===== config.mk =====
export PLATFORM = sky130hd
export DESIGN_NAME = alu_share_arb
export DESIGN_NICKNAME = d
export VERILOG_FILES = /design/src/rtl/alu_pkg.sv /design/src/rtl/alu.sv /design/src/rtl/alu_share_arb.sv
export SDC_FILE = /design/constraint.sdc
export NUM_CORES = 1
export LEC_CHECK = 0
export ABC_AREA = 1
export BUFFER_PORTS_ARGS = -buffer_cell sky130_fd_sc_hd__buf_2
export CORE_UTILIZATION = 30
export DETAILED_ROUTE_END_ITERATION = 8
export PLACE_DENSITY_LB_ADDON = 0.2
export SYNTH_ARGS = -nofsm -noshare
export SYNTH_HDL_FRONTEND = slang
export SYNTH_HIERARCHICAL = 1
export SYNTH_SLANG_ARGS = --single-unit

===== constraint.sdc =====
create_clock -name i_clk -period 3.39 [get_ports i_clk]
set_clock_uncertainty 0.15 [all_clocks]
set_input_delay 0 -clock i_clk [delete_from_list [all_inputs] [get_ports i_clk]]
set_output_delay 0 -clock i_clk [all_outputs]
set_load 0.02 [all_outputs]

===== src/rtl/alu_pkg.sv =====
// alu_pkg: ALU operation encodings, arbiter FSM state type and datapath width
// shared by the ALU and the two-requester ALU arbiter.
package alu_pkg;
    localparam int DATA_W = 32;
    typedef enum logic [3:0] {
        ALU_ADD  = 4'b0000,
        ALU_SUB  = 4'b1000,
        ALU_SLL  = 4'b0001,
        ALU_SLT  = 4'b0010,
        ALU_SLTU = 4'b0011,
        ALU_XOR  = 4'b0100,
        ALU_SRL  = 4'b0101,
        ALU_OR   = 4'b0110,
        ALU_AND  = 4'b0111,
        ALU_SRA  = 4'b1101
    } alu_op_e;
    typedef enum logic [1:0] {IDLE, EXEC, RESP} state_e;
endpackage


===== src/rtl/alu.sv =====
// alu: combinational 32-bit integer ALU; unknown op codes produce zero.
module alu
    import alu_pkg::*;
(
    input  logic [DATA_W-1:0] i_op_a,
    input  logic [DATA_W-1:0] i_op_b,
    input  logic [3:0]        i_alu_op,
    output logic [DATA_W-1:0] o_alu_data
);
    logic [4:0] sh;
    assign sh = i_op_b[4:0];
    always_comb begin
        case (i_alu_op)
            ALU_ADD:  o_alu_data = i_op_a + i_op_b;
            ALU_SUB:  o_alu_data = i_op_a - i_op_b;
            ALU_SLL:  o_alu_data = i_op_a << sh;
            ALU_SLT:  o_alu_data = {{(DATA_W-1){1'b0}}, $signed(i_op_a) < $signed(i_op_b)};
            ALU_SLTU: o_alu_data = {{(DATA_W-1){1'b0}}, i_op_a < i_op_b};
            ALU_XOR:  o_alu_data = i_op_a ^ i_op_b;
            ALU_SRL:  o_alu_data = i_op_a >> sh;
            ALU_OR:   o_alu_data = i_op_a | i_op_b;
            ALU_AND:  o_alu_data = i_op_a & i_op_b;
            ALU_SRA:  o_alu_data = $signed(i_op_a) >>> sh;
            default:  o_alu_data = '0;
        endcase
    end
endmodule


===== src/rtl/alu_share_arb.sv =====
// alu_share_arb: two requesters share one ALU, one op in flight (IDLE->EXEC->RESP).
// Round-robin tie-break by default; ALU_ARB_FIXED_PRIO_EN makes requester 0 always win.
module alu_share_arb
    import alu_pkg::*;
#(
    parameter int CNT_W = 16
) (
    input  logic              i_clk,
    input  logic              i_reset,
    input  logic              i_req0_valid,
    input  logic              i_req1_valid,
    output logic              o_req0_ready,
    output logic              o_req1_ready,
    input  logic [DATA_W-1:0] i_req0_op_a,
    input  logic [DATA_W-1:0] i_req0_op_b,
    input  logic [DATA_W-1:0] i_req1_op_a,
    input  logic [DATA_W-1:0] i_req1_op_b,
    input  logic [3:0]        i_req0_alu_op,
    input  logic [3:0]        i_req1_alu_op,
    output logic              o_rsp0_valid,
    output logic              o_rsp1_valid,
    output logic [DATA_W-1:0] o_rsp0_data,
    output logic [DATA_W-1:0] o_rsp1_data,
    input  logic              i_rsp0_ready,
    input  logic              i_rsp1_ready,
    output logic [CNT_W-1:0]  o_grant_cnt0,
    output logic [CNT_W-1:0]  o_grant_cnt1
);
    state_e            state, state_nx;
    logic [DATA_W-1:0] lat_a, lat_b, res, alu_data;
    logic [3:0]        lat_op;
    logic              lat_id, sel, accept, done;

    alu u_alu (
        .i_op_a    (lat_a),
        .i_op_b    (lat_b),
        .i_alu_op  (lat_op),
        .o_alu_data(alu_data)
    );

`ifdef ALU_ARB_FIXED_PRIO_EN
    assign sel = ~i_req0_valid;
`else
    logic ptr;
    assign sel = (i_req0_valid && i_req1_valid) ? ptr : i_req1_valid;
    // Pointer hands the next tie to whoever was not just served.
    always_ff @(posedge i_clk) begin
        if (!i_reset) ptr <= 1'b0;
        else if (done) ptr <= ~lat_id;
    end
`endif

    always_comb begin
        o_req0_ready = i_reset && state == IDLE && i_req0_valid && !sel;
        o_req1_ready = i_reset && state == IDLE && i_req1_valid && sel;
        accept       = o_req0_ready || o_req1_ready;
        done         = state == RESP && (lat_id ? i_rsp1_ready : i_rsp0_ready);
        o_rsp0_valid = state == RESP && !lat_id;
        o_rsp1_valid = state == RESP && lat_id;
        o_rsp0_data  = o_rsp0_valid ? res : '0;
        o_rsp1_data  = o_rsp1_valid ? res : '0;
        state_nx     = state;
        state_nx     = (state == IDLE) ? (accept ? EXEC : IDLE) :
                       (state == EXEC) ? RESP : (done ? IDLE : RESP);
    end

    always_ff @(posedge i_clk) begin
        if (!i_reset) begin
            state        <= IDLE;
            lat_a        <= '0;
            lat_b        <= '0;
            lat_op       <= '0;
            lat_id       <= 1'b0;
            res          <= '0;
            o_grant_cnt0 <= '0;
            o_grant_cnt1 <= '0;
        end else begin
            state <= state_nx;
            if (accept) begin
                lat_a  <= o_req1_ready ? i_req1_op_a : i_req0_op_a;
                lat_b  <= o_req1_ready ? i_req1_op_b : i_req0_op_b;
                lat_op <= o_req1_ready ? i_req1_alu_op : i_req0_alu_op;
                lat_id <= o_req1_ready;
            end
            if (state == EXEC) res <= alu_data;
            if (o_req0_ready && o_grant_cnt0 != '1) o_grant_cnt0 <= o_grant_cnt0 + CNT_W'(1);
            if (o_req1_ready && o_grant_cnt1 != '1) o_grant_cnt1 <= o_grant_cnt1 + CNT_W'(1);
        end
    end
endmodule

==> summary.md <==
| Metric | Value |
|---|---|
| Status | completed |
| Final WS setup | 0.177 ns |
| Nets | 3680 |
| Cell variety after synth | 52 |
| Ports | 242 |
| Setup Fix Bufs, Post-CTS | 0 |
| CTS root buffer | clkbuf_16 |
| CTS Buffer Depth | 2 |
| P&R area growth vs syn | 24.7% |
| First-pass GRT wire length | 125000 um |
| Placed insts | 4025 |
| Horiz. Die Dim | 239 um |
| CP arrival | 3.42 ns |
| Initial Util | 30.5% |
| Pre-antenna DRT Iters | 6 |
| DPL Wire Length | 68700 um |
| Slowest CP cell | fa_1 |
| Global Route met1 Usage | 37.6% |
| Initial DRC Count | 2210 |
| Post-placement worst setup slack | 0.173 ns |
| Rel. slew slack | 32.5% |
| Final hold vios | 0 |
| # setup viols final | 0 |
| Fmax | 311 MHz |
| Most Frequent Cell on Critical Path | nand2_1 |
| Crit-path leading delay family | simple AND/OR/NAND/NOR gates |
| Register bit total from synthesis | 136 |
| Critical Path RT | 3.60 ns |
| Gr usage total | 29.4% |
| Clk network pwr share | 26.3% |
| Critical path buffers and inverters | 2 |
| Post-Layout Cell Count | 4199 |
| Largest net degree at the start of global routing | 74 |
| Async S/R FF share, synth | 0% |
| Core Area | 0.0554 mm^2 |
| Rows | 86 |
| Tot Pwr | 8140 uW |
| CTS tree | built |
| Pwr per Cell Area | 386 mW/mm^2 |
| CP Launch Type | flop |
| Switching Power | 3930 uW |
| Critical Path Sink Type | flop |
| Crit path largest cell delay | 0.41 ns |
| Reg clk slew, reported paths | 0.08 ns |
| Final core utilization | 38.1% |
| Die Footprint | 0.0573 mm^2 |
| Layout cell share with drive strength beyond 1 | 13.2% |
| RSZ-0062 raised after global routing | no |
| Mean Syn Cell Area | 5.47 um^2 |
| GR peak layer | met2 |
| Max-capacitance violation count | 0 |
| Syn. warnings | 6 |
| Worst hold path class | input port to flop |
| H-tree depth | 4 |
| Tcrit/Tclk final | 94.8% |
| Total wire length | 84400 um |
| Sum Neg Setup Slack | 0 ns |
| Number of global-route vias before repair | 20500 |
| Register share of total power | 22.8% |
| Num CTS Buffers | 17 |
| Peak supply drop | 0.403 mV |
| Post-Syn Area | 0.0169 mm^2 |
| Slew Viols, Final | 0 |
| Crit Path Category | flop to flop |
| Seq/Total Area, Yosys | 16.1% |
| Met2 track demand over resource | 48.0% |
| WL per Instance | 20.1 um |
| Clock net sink count | 136 |
| Fillers | 6304 |
| Detail-routed via count per cell | 5.25 |
| Min Tclk post-route | 3.21 ns |
| Synthesized net count | 3335 |
| Port bufs | 241 |
| Die Height | 239 um |
| Worst Tran Pin Value | 1.01 ns |
| Worst-Skew Late Latency | 0.50 ns |
| Initial antenna violation count | 2 |
| Grt ovf | 0 |
| Post-route antenna net violation count | 0 |
| GRT met3 Usage | 4.31% |
| Crit-path max FO | 5 |
| Routability Congestion | 1.03 |
| Leakage Power | 0.0104 uW |
| Most used DFF post-synth | dfxtp_1 |
| Post-synth EDFFs | 0 |
| Multi-input gate area | 0.0117 mm^2 |
| Internal cell power | 4210 uW |
| CP Cell Sequence | ha_1 -> inv_1 -> fa_1 -> inv_1 -> nand3_1 -> nand3_1 -> nand2_1 -> nand2_1 -> o21ai_0 -> nand2_1 -> nand2_1 -> nor2_1 -> nand4_1 -> o21ai_0 -> a21oi_1 |
| Cells after synthesis | 3092 |
| Via count | 22000 |
| Combinational group share of total power | 50.9% |
| Storage element area | 0.00273 mm^2 |
| Switch share | 48.3% |
| # DRC | 0 |
-- per-layer routing --
| layer | vias to the layer above | part of all wire (%) |
|---|---|---|
| met5 | - | 0.015 |
| li1 | 10700 | - |
| met2 | 1065 | 45 |
| met4 | 2 | 4.7 |
| met3 | 163 | 7.6 |
| met1 | 10100 | 43 |
-- cells in the final DEF, fill, tap and decap left out, types with 5 or more instances in the layout --
cell           Yosys  final
o21ai_0          130    128
dfxtp_1          136    133
inv_2             18     18
nand2_1          880    880
nor2_2             9      9
buf_4              7     87
o211ai_1          22     22
o22ai_1           19     19
o21bai_1          12     12
inv_1            413    413
nand4_1           41     41
o21ai_1           89     91
buf_12             0      7
nand2_4            5      5
nor2_4             9      9
a31oi_1            6      6
clkbuf_16          0     17
nor3_1            29     28
ha_1              99     99
o21ai_2           21     21
nand2_2            6      6
nor2_1           300    300
buf_2             65    241
nand3_1          433    433
a21oi_1          203    203
dlygate4sd3_1      0    141
and2_1            11     11
-- power groups by stage --
stage / logic, uW / clock network (uW) / registers (uW)
after floorplan: 2450 / 0 / 1860
after global placement: 3870 / 0 / 1880
after detailed placement: 3850 / 0 / 1890
after CTS: 4030 / 2210 / 1850
after global routing: 4490 / 2240 / 1870
final: 4150 / 2140 / 1850
-- what timing repair did --
action,in CTS,in global routing
hold endpoints to repair,91,0
hold buffers,141,0
resized for setup,0,3
setup endpoints to repair,0,5
-- metrics by stage --
stage	instance area, um^2	hold WS, ns
floorplan	16900	-0.000999
global placement	19000	0.123
detailed placement	19000	0.136
CTS	21100	0.0205
global route	21100	0.109
finish	21100	0.0581
-- layout make-up --
cell class | instances | area share [%]
well taps | 748 | 4.44
flip-flops and latches | 136 | 12.9
diodes | 1 | 0.0119
repair buffers | 476 | 16.2
clock inverters | 15 | 1.08
clock buffers | 17 | 2.02
multi-input cells | 2371 | 55.6
inverters | 435 | 7.77
-- synth_stat cells (2+ instances only) --
cell type	n	share of area (%)
a21o_1	3	0.13
a21oi_1	203	6.0
a31oi_1	6	0.22
and2_1	11	0.41
and3_1	2	0.074
buf_1	10	0.22
buf_2	65	1.9
buf_4	7	0.31
buf_6	22	1.5
clkbuf_1	42	0.93
clkbuf_2	4	0.12
clkinv_1	2	0.044
dfxtp_1	136	16
fa_1	2	0.24
ha_1	99	7.3
inv_1	413	9.2
inv_2	18	0.40
inv_4	2	0.074
nand2_1	880	20
nand2_2	6	0.22
nand2_4	5	0.33
nand3_1	433	13
nand3_2	4	0.24
nand3b_1	4	0.18
nand4_1	41	1.5
nor2_1	300	6.7
nor2_2	9	0.33
nor2_4	9	0.60
nor2_8	3	0.36
nor3_1	29	0.86
nor3b_1	3	0.13
o2111ai_1	4	0.21
o211a_1	2	0.12
o211ai_1	22	0.98
o21ai_0	130	3.8
o21ai_1	89	2.6
o21ai_2	21	1.1
o21bai_1	12	0.53
o221ai_1	3	0.16
o22ai_1	19	0.70
or2_2	3	0.11
xnor2_1	2	0.10
xor2_1	3	0.16
-- sequential cells by signal, summed over array words and instances, names as in the netlist --
register / flops
lat_a: 32
lat_b: 32
res: 32
o_grant_cnt0: 16
o_grant_cnt1: 16
lat_op: 4
state: 2
lat_id: 1
ptr: 1
-- worst min-delay path, cell delays in order --
cell and delay, ns:
buf_2 0.07, inv_1 0.03, o21ai_1 0.12, o21ai_1 0.25
a21oi_1 0.19
-- worst paths after layout --
kind / startpoint / to / slack, ns / cells after the start
setup / recovery: lat_a[0]$_SDFFE_PN0P_ / res[8]$_SDFFE_PN0N_ / 0.18 / 15
hold / removal: i_req0_op_b[22] / lat_b[22]$_SDFFE_PN0P_ / 0.06 / 5
setup reg to reg: lat_a[0]$_SDFFE_PN0P_ / res[8]$_SDFFE_PN0N_ / 0.18 / 15
hold reg to reg: res[9]$_SDFFE_PN0N_ / res[9]$_SDFFE_PN0N_ / 0.34 / 2
-- logic make-up after synthesis --
family                     Yosys count  synth area share [%]
buffers and inverters              585                  14.7
AOI/OAI and AO/OA                  520                  17.0
adders and majority gates          101                  7.56
DFF                                136                  16.1
and+or+nand+nor                   1745                  44.5
xor gates and xnor gates             5                 0.259
Power figures use the tool's default switching activity.
